==> config.mk <==
export PLATFORM = sky130hd
export DESIGN_NAME = sft_seq
export DESIGN_NICKNAME = d
export VERILOG_FILES = /design/src/rtl/sft_seq.sv
export SDC_FILE = /design/constraint.sdc
export NUM_CORES = 1
export LEC_CHECK = 0
export BUFFER_PORTS_ARGS = -buffer_cell sky130_fd_sc_hd__buf_4
export CORE_ASPECT_RATIO = 0.75
export CORE_MARGIN = 8
export CORE_UTILIZATION = 50
export CTS_CLUSTER_SIZE = 40
export DETAILED_ROUTE_END_ITERATION = 7
export PLACE_DENSITY = 0.78
export SLEW_MARGIN = 10
export SYNTH_ARGS = -nofsm -noshare
export SYNTH_HDL_FRONTEND = slang
export SYNTH_SLANG_ARGS = --single-unit
==> constraint.sdc <==
create_clock -name CLK_I -period 9.4 [get_ports CLK_I]
set_input_delay 0.94 -clock CLK_I [delete_from_list [all_inputs] [get_ports CLK_I]]
set_output_delay 0.94 -clock CLK_I [all_outputs]
set_load 0.01 [all_outputs]
==> src/rtl/sft_seq.sv <==
// -----------------------------------------------------------------------------
// sft_seq -- command sequencer for one 74HC595-style shift-register chain driver
//
// A single start request (up to 4 data bytes) is expanded into the full command
// train for the shift unit:
//   [MR if clr_first], SHIFT byte nbytes-1 .. byte 0, STORE latch, OE update.
// Every command is strobed for one cycle on sft_vld; the sequencer then waits
// for the shift unit's sft_done pulse (bounded by TIMEOUT cycles) before
// issuing the next one.
//
// Ports
//   CLK_I        in   1   system clock
//   RST_I        in   1   synchronous, active-high reset
//   start        in   1   one-cycle request, sampled only while idle
//   clr_first    in   1   with start: issue master reset step first
//   nbytes       in   3   with start: byte count, legal 1..4
//   data         in   32  with start: byte k = data[8k+7:8k]
//   oe_en        in   1   with start: final output-enable level
//   busy         out  1   sequence in progress
//   done         out  1   one-cycle pulse: sequence completed
//   err          out  1   one-cycle pulse: illegal nbytes or step timeout
//   sft_vld      out  1   one-cycle command strobe to the shift unit
//   sft_cmd      out  2   00 MR, 01 shift byte, 10 storage latch, 11 OE update
//   sft_cmd_oen  out  1   oe_n level carried with the OE update (= ~oe_en)
//   sft_din      out  8   byte for the shift command, 0 otherwise
//   sft_done     in   1   shift unit step-complete pulse
// -----------------------------------------------------------------------------
module sft_seq #(
    parameter int TO_W    = 16,
    parameter int TIMEOUT = 4096
) (
    input  logic        CLK_I,
    input  logic        RST_I,
    input  logic        start,
    input  logic        clr_first,
    input  logic [2:0]  nbytes,
    input  logic [31:0] data,
    input  logic        oe_en,
    output logic        busy,
    output logic        done,
    output logic        err,
    output logic        sft_vld,
    output logic [1:0]  sft_cmd,
    output logic        sft_cmd_oen,
    output logic [7:0]  sft_din,
    input  logic        sft_done
);

    localparam logic [1:0] CMD_MR    = 2'b00;
    localparam logic [1:0] CMD_SHIFT = 2'b01;
    localparam logic [1:0] CMD_STORE = 2'b10;
    localparam logic [1:0] CMD_OE    = 2'b11;

    // The abort decision is taken on the WAIT cycle whose increment would
    // bring the timer to TIMEOUT-1, so the compare is against TIMEOUT-2.
    localparam logic [TO_W-1:0] TO_LAST = TO_W'(TIMEOUT - 2);
    localparam logic [TO_W-1:0] TO_MAX  = {TO_W{1'b1}};

    typedef enum logic [2:0] {
        ST_IDLE  = 3'd0,
        ST_ISSUE = 3'd1,
        ST_WAIT  = 3'd2,
        ST_FIN   = 3'd3,
        ST_ABORT = 3'd4
    } state_t;

    state_t          state_r, state_s;
    logic [2:0]      ptr_r, ptr_s;
    logic [TO_W-1:0] timer_r, timer_s;
    logic            clr_r, clr_s;
    logic [2:0]      nbytes_r, nbytes_s;
    logic [31:0]     data_r, data_s;
    logic            oe_en_r, oe_en_s;

    logic            busy_r, busy_s;
    logic            done_r, done_s;
    logic            err_r, err_s;
    logic            vld_r, vld_s;
    logic [1:0]      cmd_r, cmd_s;
    logic            oen_r, oen_s;
    logic [7:0]      din_r, din_s;

    logic            illegal_s;
    logic            legal_s;
    logic [2:0]      last_s;
    logic [10:0]     step_s;

    // Decode step index ptr of a latched request into {cmd, oen, din}.
    function automatic logic [10:0] decode_step(
        input logic [2:0]  ptr,
        input logic        clr,
        input logic [2:0]  nb,
        input logic [31:0] dat,
        input logic        oe
    );
        logic [2:0] k;
        logic [1:0] bsel;
        logic [1:0] cmd;
        logic [7:0] din;
        k    = ptr - {2'b00, clr};
        bsel = 2'b00;
        cmd  = CMD_MR;
        din  = 8'h00;
        if (clr && (ptr == 3'd0)) begin
            cmd = CMD_MR;
        end else if (k < nb) begin
            // highest byte goes out first
            cmd  = CMD_SHIFT;
            bsel = 2'(nb - 3'd1 - k);
            case (bsel)
                2'd0:    din = dat[7:0];
                2'd1:    din = dat[15:8];
                2'd2:    din = dat[23:16];
                2'd3:    din = dat[31:24];
                default: din = 8'h00;
            endcase
        end else if (k == nb) begin
            cmd = CMD_STORE;
        end else begin
            cmd = CMD_OE;
        end
        return {cmd, ~oe, din};
    endfunction

    assign legal_s = (nbytes != 3'd0) && (nbytes <= 3'd4);
    // index of the final (OE) step of the latched request
    assign last_s  = nbytes_r + 3'd1 + {2'b00, clr_r};

    // Next-state, request latch, timer and next output values.
    always_comb begin
        state_s   = state_r;
        ptr_s     = ptr_r;
        timer_s   = timer_r;
        clr_s     = clr_r;
        nbytes_s  = nbytes_r;
        data_s    = data_r;
        oe_en_s   = oe_en_r;
        illegal_s = 1'b0;

        case (state_r)
            ST_IDLE: begin
                if (start) begin
                    if (legal_s) begin
                        clr_s    = clr_first;
                        nbytes_s = nbytes;
                        data_s   = data;
                        oe_en_s  = oe_en;
                        ptr_s    = 3'd0;
                        state_s  = ST_ISSUE;
                    end else begin
                        illegal_s = 1'b1;
                    end
                end else begin
                    state_s = ST_IDLE;
                end
            end
            ST_ISSUE: begin
                timer_s = {TO_W{1'b0}};
                state_s = ST_WAIT;
            end
            ST_WAIT: begin
                if (sft_done) begin
                    if (ptr_r == last_s) begin
                        state_s = ST_FIN;
                    end else begin
                        ptr_s   = ptr_r + 3'd1;
                        state_s = ST_ISSUE;
                    end
                end else if (timer_r >= TO_LAST) begin
                    state_s = ST_ABORT;
                end else begin
                    if (timer_r != TO_MAX) begin
                        timer_s = timer_r + TO_W'(1);
                    end else begin
                        timer_s = timer_r;
                    end
                end
            end
            ST_FIN:   state_s = ST_IDLE;
            ST_ABORT: state_s = ST_IDLE;
            default:  state_s = ST_IDLE;
        endcase

        busy_s = (state_s == ST_ISSUE) || (state_s == ST_WAIT);
        done_s = (state_s == ST_FIN);
        err_s  = illegal_s || (state_s == ST_ABORT);
        vld_s  = (state_s == ST_ISSUE);
        step_s = decode_step(ptr_s, clr_s, nbytes_s, data_s, oe_en_s);

        // command fields only change when a new command is strobed
        if (vld_s) begin
            cmd_s = step_s[10:9];
            oen_s = step_s[8];
            din_s = step_s[7:0];
        end else begin
            cmd_s = cmd_r;
            oen_s = oen_r;
            din_s = din_r;
        end
    end

    // State, latched request and registered outputs.
    always_ff @(posedge CLK_I) begin
        if (RST_I) begin
            state_r  <= ST_IDLE;
            ptr_r    <= 3'd0;
            timer_r  <= {TO_W{1'b0}};
            clr_r    <= 1'b0;
            nbytes_r <= 3'd0;
            data_r   <= 32'h0000_0000;
            oe_en_r  <= 1'b0;
            busy_r   <= 1'b0;
            done_r   <= 1'b0;
            err_r    <= 1'b0;
            vld_r    <= 1'b0;
            cmd_r    <= 2'b00;
            oen_r    <= 1'b0;
            din_r    <= 8'h00;
        end else begin
            state_r  <= state_s;
            ptr_r    <= ptr_s;
            timer_r  <= timer_s;
            clr_r    <= clr_s;
            nbytes_r <= nbytes_s;
            data_r   <= data_s;
            oe_en_r  <= oe_en_s;
            busy_r   <= busy_s;
            done_r   <= done_s;
            err_r    <= err_s;
            vld_r    <= vld_s;
            cmd_r    <= cmd_s;
            oen_r    <= oen_s;
            din_r    <= din_s;
        end
    end

    assign busy        = busy_r;
    assign done        = done_r;
    assign err         = err_r;
    assign sft_vld     = vld_r;
    assign sft_cmd     = cmd_r;
    assign sft_cmd_oen = oen_r;
    assign sft_din     = din_r;

endmodule

Word level (Yosys, flattened, before mapping)
Index checks and enable logic that the tools add are counted.
{ "word_totals": {"out_inout_bits": 15, "wordCells": 86, "input_bits": 41, "ff_bits": 74} }
{ "classes": {"n_reduce_logical": 10, "mux": 36, "n_bitwise": 1, "addsub": 7, "n_eq_ne": 15, "order_cmp": 3} }
{ "op_table": {"columns": ["op", "n"], "rows": [
  ["2-to-1 mux 32 bit", 3],
  ["2-to-1 mux 16 bit", 3],
  ["2-to-1 mux 3 bit", 11],
  ["one-hot mux 16 bit (2 select lines)", 1],
  ["one-hot mux 8 bit (4 select lines)", 1],
  ["adder 16 x 1 -> 16 bit, second input constant", 1],
  [">= comparator 16 x 12 -> 1 bit, second input constant", 1],
  ["2-to-1 mux 8 bit", 2],
  ["!= test 16 bit, second input constant", 1],
  ["2-to-1 mux 1 bit", 10],
  ["== test 3 x 2 -> 1 bit, second input constant", 3],
  ["one-hot mux 3 bit (3 select lines)", 1],
  ["adder 3 x 1 -> 3 bit, second input constant", 2],
  ["== test 3 x 1 -> 1 bit, second input constant", 2],
  ["== test 3 bit", 2],
  ["logical NOT 3 bit", 2],
  ["2-to-1 mux 2 bit", 3],
  ["!= test 2 bit, second input constant", 3],
  ["one-hot mux 3 bit (2 select lines)", 1],
  ["== test 2 bit, second input constant", 2],
  ["AND reduction 4 bit", 1],
  ["adder 3 x 1 -> 3 bit", 1],
  ["== test 3 bit, second input constant", 1],
  ["less-or-equal comparator 3 bit, second input constant", 1],
  ["other kinds (11)", 13]
]} }

Longest topological paths before layout
Gate-level depths: netlist of run 1.
{ "logic_depth": {"ltp_word": 12, "depth_mapped": 19, "depth_no_buf": 17} }

Worst setup path before layout of run 1
No wires, ideal clock.
{ "synth_path": {"path_type": "input to register", "from": "input nbytes[0]", "to": "register din_r[1], in the netlist sft_din[1]", "setup_slack_ps": 5282, "required_ps": 9282, "t_arrival_ps": 4000, "n_path_buf": 3, "stages": 15, "path_cell_list": "nor3_1 > nor3_4 > buf_6 > nor2_2 > buf_2 > mux2i_1 > ha_1 > ha_1 > inv_1 > ha_1 > xor2_1 > clkbuf_1 > o22ai_1 > o21ai_0 > o21ai_1"} }
{ "synth_between": {"elab_chain_len": 11, "word_cells_on_any_way": 32} }
{ "synth_rtl": {"columns": ["item", "line_no", "text"], "rows": [
  ["start: declaration", "36", "input logic [2:0] nbytes,"],
  ["less-or-equal comparator 3 bit / nonzero test 3 bit (equally long branches)", "125", "assign legal_s = (nbytes != 3'd0) && (nbytes <= 3'd4);"],
  ["logical AND 1 bit", "125", null],
  ["2-to-1 mux 3 bit / 2-to-1 mux 1 bit (equally long branches)", "143", "if (legal_s) begin"],
  ["2-to-1 mux 3 bit / 2-to-1 mux 1 bit (equally long branches)", "142", "if (start) begin"],
  ["one-hot mux 3 bit (2 select lines) (tied with other cells)", "140", "case (state_r)"],
  ["subtractor 3 x 1 -> 3 bit / subtractor 2 x 1 -> 2 bit (equally long branches)", "100, 109", null],
  ["subtractor 2 bit", "109", "bsel = 2'(nb - 3'd1 - k);"],
  ["== test 2 bit (tied with other cells)", "110", "case (bsel)"],
  ["one-hot mux 8 bit (4 select lines)", "110", null],
  ["2-to-1 mux 8 bit", "106", "end else if (k < nb) begin"],
  ["2-to-1 mux 8 bit", "104", "if (clr && (ptr == 3'd0)) begin"],
  ["end signal: assignment", "233", "din_r <= din_s;"],
  ["end: declaration", "81", "logic [7:0] din_r, din_s;"]
]} }
Parallel ways exist; a longest one is shown, timed or not.
A chain may end at the register's enable or synchronous reset.

Worst setup path after layout of run 1
Ends and elaborated chain as after synthesis.

==> results.yml, run 1 <==
detailed_routing:
  dr.pass1.iters: 4
  wire_per_inst_um: 14.9
  vias_per_cell: 5.56
  ant_nets: 0
  drtIter0Drc: 168
  wl_met1_mm: 3.44
  drc: 0
  met3_length_um: 506
  top_layer_used: "met4"
  routed_wl_mm: 7.41
  num_vias: 2760
  met2_length_mm: 3.38
critical_path:
  path_class: "in -> reg"
  worstPathMaxFanout: 41
  start_kind: "input pin"
  arrival_ns: 5.60
  crit_required_ns: 9.67
  endpoint_kind: "flop"
die:
  rows: 25
  die_y_um: 86.6
  dieArea_mm2: 0.00953
  die_w_um: 110
  io_pins: 56
  core_mm2: 0.00635
  initial_utilization_pct: 52.3
cts:
  cts_setup_buffers: 0
  cts_htree_levels: 3
  clockBufferDepth: 2
  holdBufCountCts: 0
  cts.reportedPaths.clkPinSlew_ns: 0.07
  clock_latency_ns: 0.34
  root_buffer: "clkbuf_8"
  cts_inserted_buffers: 9
  cts_tree: "yes"
  post_cts_resized: 0
  cts.sinks: 74
pwr:
  finalPower_uw: 707
  power_density_mw_per_mm2: 179
  p_leak_uw: 0.00153
  max-vdd-ir-drop_v: 0.000101
final_layout:
  final_common_cell: "dfxtp_1"
  fin_area_mm2: 0.00395
  final_cell_mix: "dfxtp_1, buf_4, nor2_1"
  diodes: 0
  nets: 461
  drive_gt1_share_pct: 19.5
  syn_to_final_growth_pct: 19.0
run_status:
  status: "complete, no violations"
synth:
  ys.flop_type: "dfxtp_1"
  syn-num-nets: 412
  ys.warnings.count: 0
  synth.distinct_cells: 46
  synth_edf_count: 0
  synth_area_mm2: 0.00332
  synthCells: 361
  synth.avg_cell_area_um2: 9.20
  ys_seq_elements: 74
  yosysSeqAreaShare_pct: 44.6
  async_flop_share_pct: 0
global_routing:
  grt_max_degree: 63
  grt_pass1_vias: 2707
  antenna_found_initial: 0
  grtUsageTotal_pct: 16.4
  grt_pass1_wl_mm: 12.6
  overflow: 0
sta:
  rsz0062_at_grt: "false"
  fin_skew_ns: 0.00783
  max_clock_freq_mhz: 188
  finalHoldViolCount: 0
  tns_ns: 0
  whs_ns: 0.468
  drv_slew: 0
  worst_slew_pin_slew_ns: 1.15
  setup_viol: 0
  maxSlewHeadroom_pct: 22.8
  min_period_over_period_pct: 56.7
  fin_crit_ns: 5.33
placement:
  dp_hpwl_mm: 5.38
  place_area_mm2: 0.00375
  place_congestion: 0.850
  port_buffers: 55
min_path:
  worst_hold_path_type: "reg -> reg"
flow_run:
  timing.max_cap.violations: 0
## synth_stat cells, types with 6 or more instances
cell / n / area share, %
dfxtp_1: 74 / 45
nor2_1: 46 / 5.2
mux2i_1: 35 / 11
a21oi_1: 34 / 5.1
nand2_1: 13 / 1.5
o21ai_0: 13 / 2.0
o21ai_1: 13 / 2.0
clkbuf_1: 10 / 1.1
ha_1: 10 / 3.8
inv_1: 10 / 1.1
nand3b_1: 9 / 2.0
o22ai_1: 8 / 1.5
nand3_1: 6 / 0.90
o31ai_1: 6 / 1.4
or3_1: 6 / 1.1
## worst paths after layout
path | startpoint | endpoint | slack, ns | cells past startpoint
setup / recovery | nbytes[0] | sft_din[1]$_SDFFE_PP0P_ | 4.07 | 15
hold / removal | sft_din[7]$_SDFFE_PP0P_ | sft_din[7]$_SDFFE_PP0P_ | 0.47 | 2
setup reg to reg | clr_r$_SDFF_PP0_ | sft_din[1]$_SDFFE_PP0P_ | 4.41 | 17
hold reg to reg | sft_din[7]$_SDFFE_PP0P_ | sft_din[7]$_SDFFE_PP0P_ | 0.47 | 2
## metal layers
layer  up-vias  global-route usage [%]
met1      1284                    21.2
met5         -                       0
met2        68                    24.9
met4         0                    4.52
li1       1402                       -
met3         6                    6.08
## cells by family (layout without fill, tap and decap cells)
kind of cell	Yosys count	count (layout)	share of synthesized area, %
muxes	35	35	10.6
buffers and inverters	29	83	4.18
xor gates and xnor gates	5	5	1.73
AOI/OAI and AO/OA	88	88	15.8
adders and majority gates	10	10	3.77
DFF	74	74	44.6
and+or+nand+nor	120	120	19.3
## power by group
group	leakage, µW	internal (µW)	switching [µW]
clock network	0.0000945	130	119
logic	0.000836	51.5	73.1
registers	0.000602	328	6.05
## state kept, by name, summed over array words and instances (netlist names), 2 cells and up
signal    cells
nbytes_r      3
sft_din       8
data_r       32
ptr_r         3
timer_r      16
sft_cmd       2
state_r       3
## area by class of cell
type	count	area [µm²]
Fill cell	555	2400
Multi-Input combinational cell	258	1700
Sequential cell	74	1480
Timing Repair Buffer	57	428
Clock buffer	10	138
Tap cell	81	101
Clock inverter	6	66.3
Inverter	10	37.5
## per-stage QoR
step | worst slack, ns | std cells | utilization [%]
floorplan | 5.28 | 361 | -
global placement | 4.09 | 480 | 59.0
detailed placement | 3.83 | 480 | 59.0
CTS | 4.15 | 496 | 62.2
global route | 3.62 | 496 | 62.2
finish | 4.07 | 496 | 62.2
## worst max-delay path: stages
cell     delay (ns)
buf_4          0.12
nor3_1         0.48
nor3_4         0.07
buf_4          0.34
nor2_2         0.64
mux2i_1        0.22
ha_1           0.25
ha_1           0.27
inv_1          0.04
ha_1           0.31
xor2_1         0.90
nand2_1        0.44
o22ai_1        0.28
o21ai_0        0.14
o21ai_1        0.14
Power figures use the tool's default switching activity.
==> run 2, diff against run 1 <==
--- a/config.mk
+++ b/config.mk
@@ -5,13 +5,14 @@
 export SDC_FILE = /design/constraint.sdc
 export NUM_CORES = 1
 export LEC_CHECK = 0
+export ABC_AREA = 1
 export BUFFER_PORTS_ARGS = -buffer_cell sky130_fd_sc_hd__buf_4
 export CORE_ASPECT_RATIO = 0.75
 export CORE_MARGIN = 8
 export CORE_UTILIZATION = 50
 export CTS_CLUSTER_SIZE = 40
 export DETAILED_ROUTE_END_ITERATION = 7
-export PLACE_DENSITY = 0.78
+export PLACE_DENSITY = 0.8
 export SLEW_MARGIN = 10
 export SYNTH_ARGS = -nofsm -noshare
 export SYNTH_HDL_FRONTEND = slang
==> constraint.sdc (replaced) <==
create_clock -name CLK_I -period 4.7 [get_ports CLK_I]
set_input_delay 0.47 -clock CLK_I [delete_from_list [all_inputs] [get_ports CLK_I]]
set_output_delay 0.47 -clock CLK_I [all_outputs]
set_load 0.01 [all_outputs]
==> results.yml, run 2 <==
sta:
  rsz0062_at_grt: "false"
  finalHoldViolCount: 0
  worst_slew_pin_slew_ns: 0.651
  tns_ns: 0
  max_clock_freq_mhz: 257
  maxSlewHeadroom_pct: 56.5
  fin_crit_ns: 3.90
  min_period_over_period_pct: 82.9
  fin_skew_ns: 0.00980
  setup_viol: 0
  drv_slew: 0
synth:
  synth_area_mm2: 0.00374
  synthXorXnorAreaFrac_pct: 0.903
  async_flop_share_pct: 0
  syn-num-nets: 584
  synthSimpleGateAreaFrac_pct: 39.6
  yosysMostFrequentCell: "nand2_1"
  yosysSeqAreaShare_pct: 39.6
  synth.top_cells.by_count: "nand2_1, dfxtp_1, nor2_1"
  synth_top_cell_area_share_pct: 39.6
  ys_seq_elements: 74
  synth_mux_area_share_pct: 0.535
  synth_compound_area_share_pct: 6.55
  synth_edf_count: 0
  ys.warnings.count: 0
  yosys-top-cells-area: "dfxtp_1, nand2_1, nand3_1"
  synth_top_family_by_area: "simple AND/OR/NAND/NOR gates"
  synthCells: 533
  ys.flop_type: "dfxtp_1"
  synth.distinct_cells: 38
  yosys.area.top_type: "dfxtp_1"
  synth.avg_cell_area_um2: 7.02
  synthAdderAreaFrac_pct: 3.34
cts:
  clock_latency_ns: 0.36
  cts.sinks: 74
  post_cts_resized: 0
  holdBufCountCts: 0
  cts_setup_buffers: 0
  cts_htree_levels: 3
  root_buffer: "clkbuf_8"
  clockBufferDepth: 2
  cts.reportedPaths.clkPinSlew_ns: 0.08
  cts_inserted_buffers: 9
  cts_tree: "yes"
final_layout:
  diodes: 0
  top_register: "data_r"
  nets: 632
  fill_cells: 677
  final_common_cell: "nand2_1"
  largest_reg_flops: 32
  multi_input_area_mm2: 0.00191
  seqCellArea_mm2: 0.00148
  syn_to_final_growth_pct: 17.1
  final_cell_mix: "nand2_1, dfxtp_1, nor2_1"
  drive_gt1_share_pct: 17.2
critical_path:
  worstPathMaxFanout: 7
  crit_required_ns: 4.98
  path_class: "reg -> reg"
  startpoint: "clr_r$_SDFF_PP0_"
  r2r_slack_ns: 0.80
  max_stage_delay_ns: 0.48
  endpoint_kind: "flop"
  ff2ff_path_depth: 26
  crit_path_top_delay_cell: "nor2_1"
  r2r-end: "sft_din[1]$_SDFFE_PP0P_"
  r2r_start: "clr_r$_SDFF_PP0_"
  arrival_ns: 4.18
  start_kind: "flop"
die:
  die_y_um: 90.9
  core_mm2: 0.00730
  io_pins: 56
  die_w_um: 116
  initial_utilization_pct: 51.3
  rows: 27
  dieArea_mm2: 0.0105
pwr:
  max-vdd-ir-drop_v: 0.000225
  p_leak_uw: 0.00204
  power_density_mw_per_mm2: 366
  finalPower_uw: 1600
detailed_routing:
  ant_nets: 0
  wire_per_inst_um: 13.3
  vias_per_cell: 5.12
  drtIter0Drc: 258
  dr.pass1.iters: 5
  num_vias: 3515
  drc: 0
  routed_wl_mm: 9.10
global_routing:
  grt_pass1_vias: 3347
  grt_pass1_wl_mm: 15.2
  overflow: 0
  grtUsageTotal_pct: 18.0
  antenna_found_initial: 0
  grt_max_degree: 60
min_path:
  holdPathStages: 3
  worstHoldEndpoint: "clr_r$_SDFF_PP0_"
  worstHoldStart: "clr_first"
  worst_hold_path_type: "in -> reg"
flow_run:
  timing.max_cap.violations: 0
run_status:
  status: "complete, no violations"
placement:
  port_buffers: 55
  dp_hpwl_mm: 6.71
  place_congestion: 0.890
[run 2: changes by cell type in the layout (fill, tap and decap cells not counted), sizes merged, moves of 7 or more]
cell / delta
inv: +50
mux2i: -33
nand2: +129
nand3: +52
nand3b: +16
nor2: +31
o21ai: -16
o22ai: -7
[run 2: final cells by class]
| class | count | area share, % |
|---|---|---|
| flip-flops and latches | 74 | 33.8 |
| clock buffers | 10 | 2.91 |
| well taps | 101 | 2.88 |
| repair buffers | 56 | 9.59 |
| multi-input cells | 379 | 43.5 |
| clock inverters | 6 | 2.08 |
| inverters | 61 | 5.25 |
[run 2: routing by layer]
metal	share of wire (%)	vias up	track usage (%)
li1	-	1794	-
met1	47	1605	23.5
met2	45	101	27.3
met3	6.5	15	6.28
met4	1.2	0	5.17
met5	0	-	0
[run 2: where the power goes]
| group | leakage (µW) | switching, µW | internal, µW |
|---|---|---|---|
| logic | 0.00133 | 247 | 136 |
| clock network | 0.000110 | 245 | 301 |
| registers | 0.000603 | 14.7 | 661 |
| total | 0.00204 | 507 | 1100 |
[run 2: worst max-delay path by stage]
stage | to | slack [ns]
after global routing | sft_din[2]$_SDFFE_PP0P_ | 0.47
after CTS | sft_din[7]$_SDFFE_PP0P_ | 0.85
after global placement | sft_din[7]$_SDFFE_PP0P_ | 0.91
after floorplan | sft_din[1]$_SDFFE_PP0P_ | 1.46
final | sft_din[1]$_SDFFE_PP0P_ | 0.80
after detailed placement | sft_din[7]$_SDFFE_PP0P_ | 0.90
[run 2: per-stage QoR]
stage | std cells | worst slack (ns) | utilization, % | instance area [µm²] | hold slack [ns]
after floorplan | 533 | 1.46 | - | 3740 | 0.424
after global placement | 671 | 0.914 | 57.1 | 4160 | 0.432
after detailed placement | 671 | 0.897 | 57.1 | 4160 | 0.455
after CTS | 687 | 0.854 | 60.1 | 4380 | 0.370
after global routing | 687 | 0.474 | 60.1 | 4380 | 0.377
final | 687 | 0.805 | 60.1 | 4380 | 0.382
[run 2: cells by family after synthesis]
family,after synthesis
AO/OA/AOI/OAI,44
AND/OR/NAND/NOR,320
adder cells (fa/ha/maj),10
XOR/XNOR,3
flip-flops,74
buffers and inverters,80
multiplexers,2
[run 2: critical path: cells and delay by family, from the launching register on]
| kind | cells | cell delay (ns) |
|---|---|---|
| buffers and inverters | 6 | 0.32 |
| AND/OR/NAND/NOR | 13 | 1.63 |
| AO/OA/AOI/OAI | 1 | 0.11 |
| flip-flops | 1 | 0.30 |
| XOR/XNOR | 1 | 0.23 |
| adder cells (fa/ha/maj) | 5 | 1.20 |
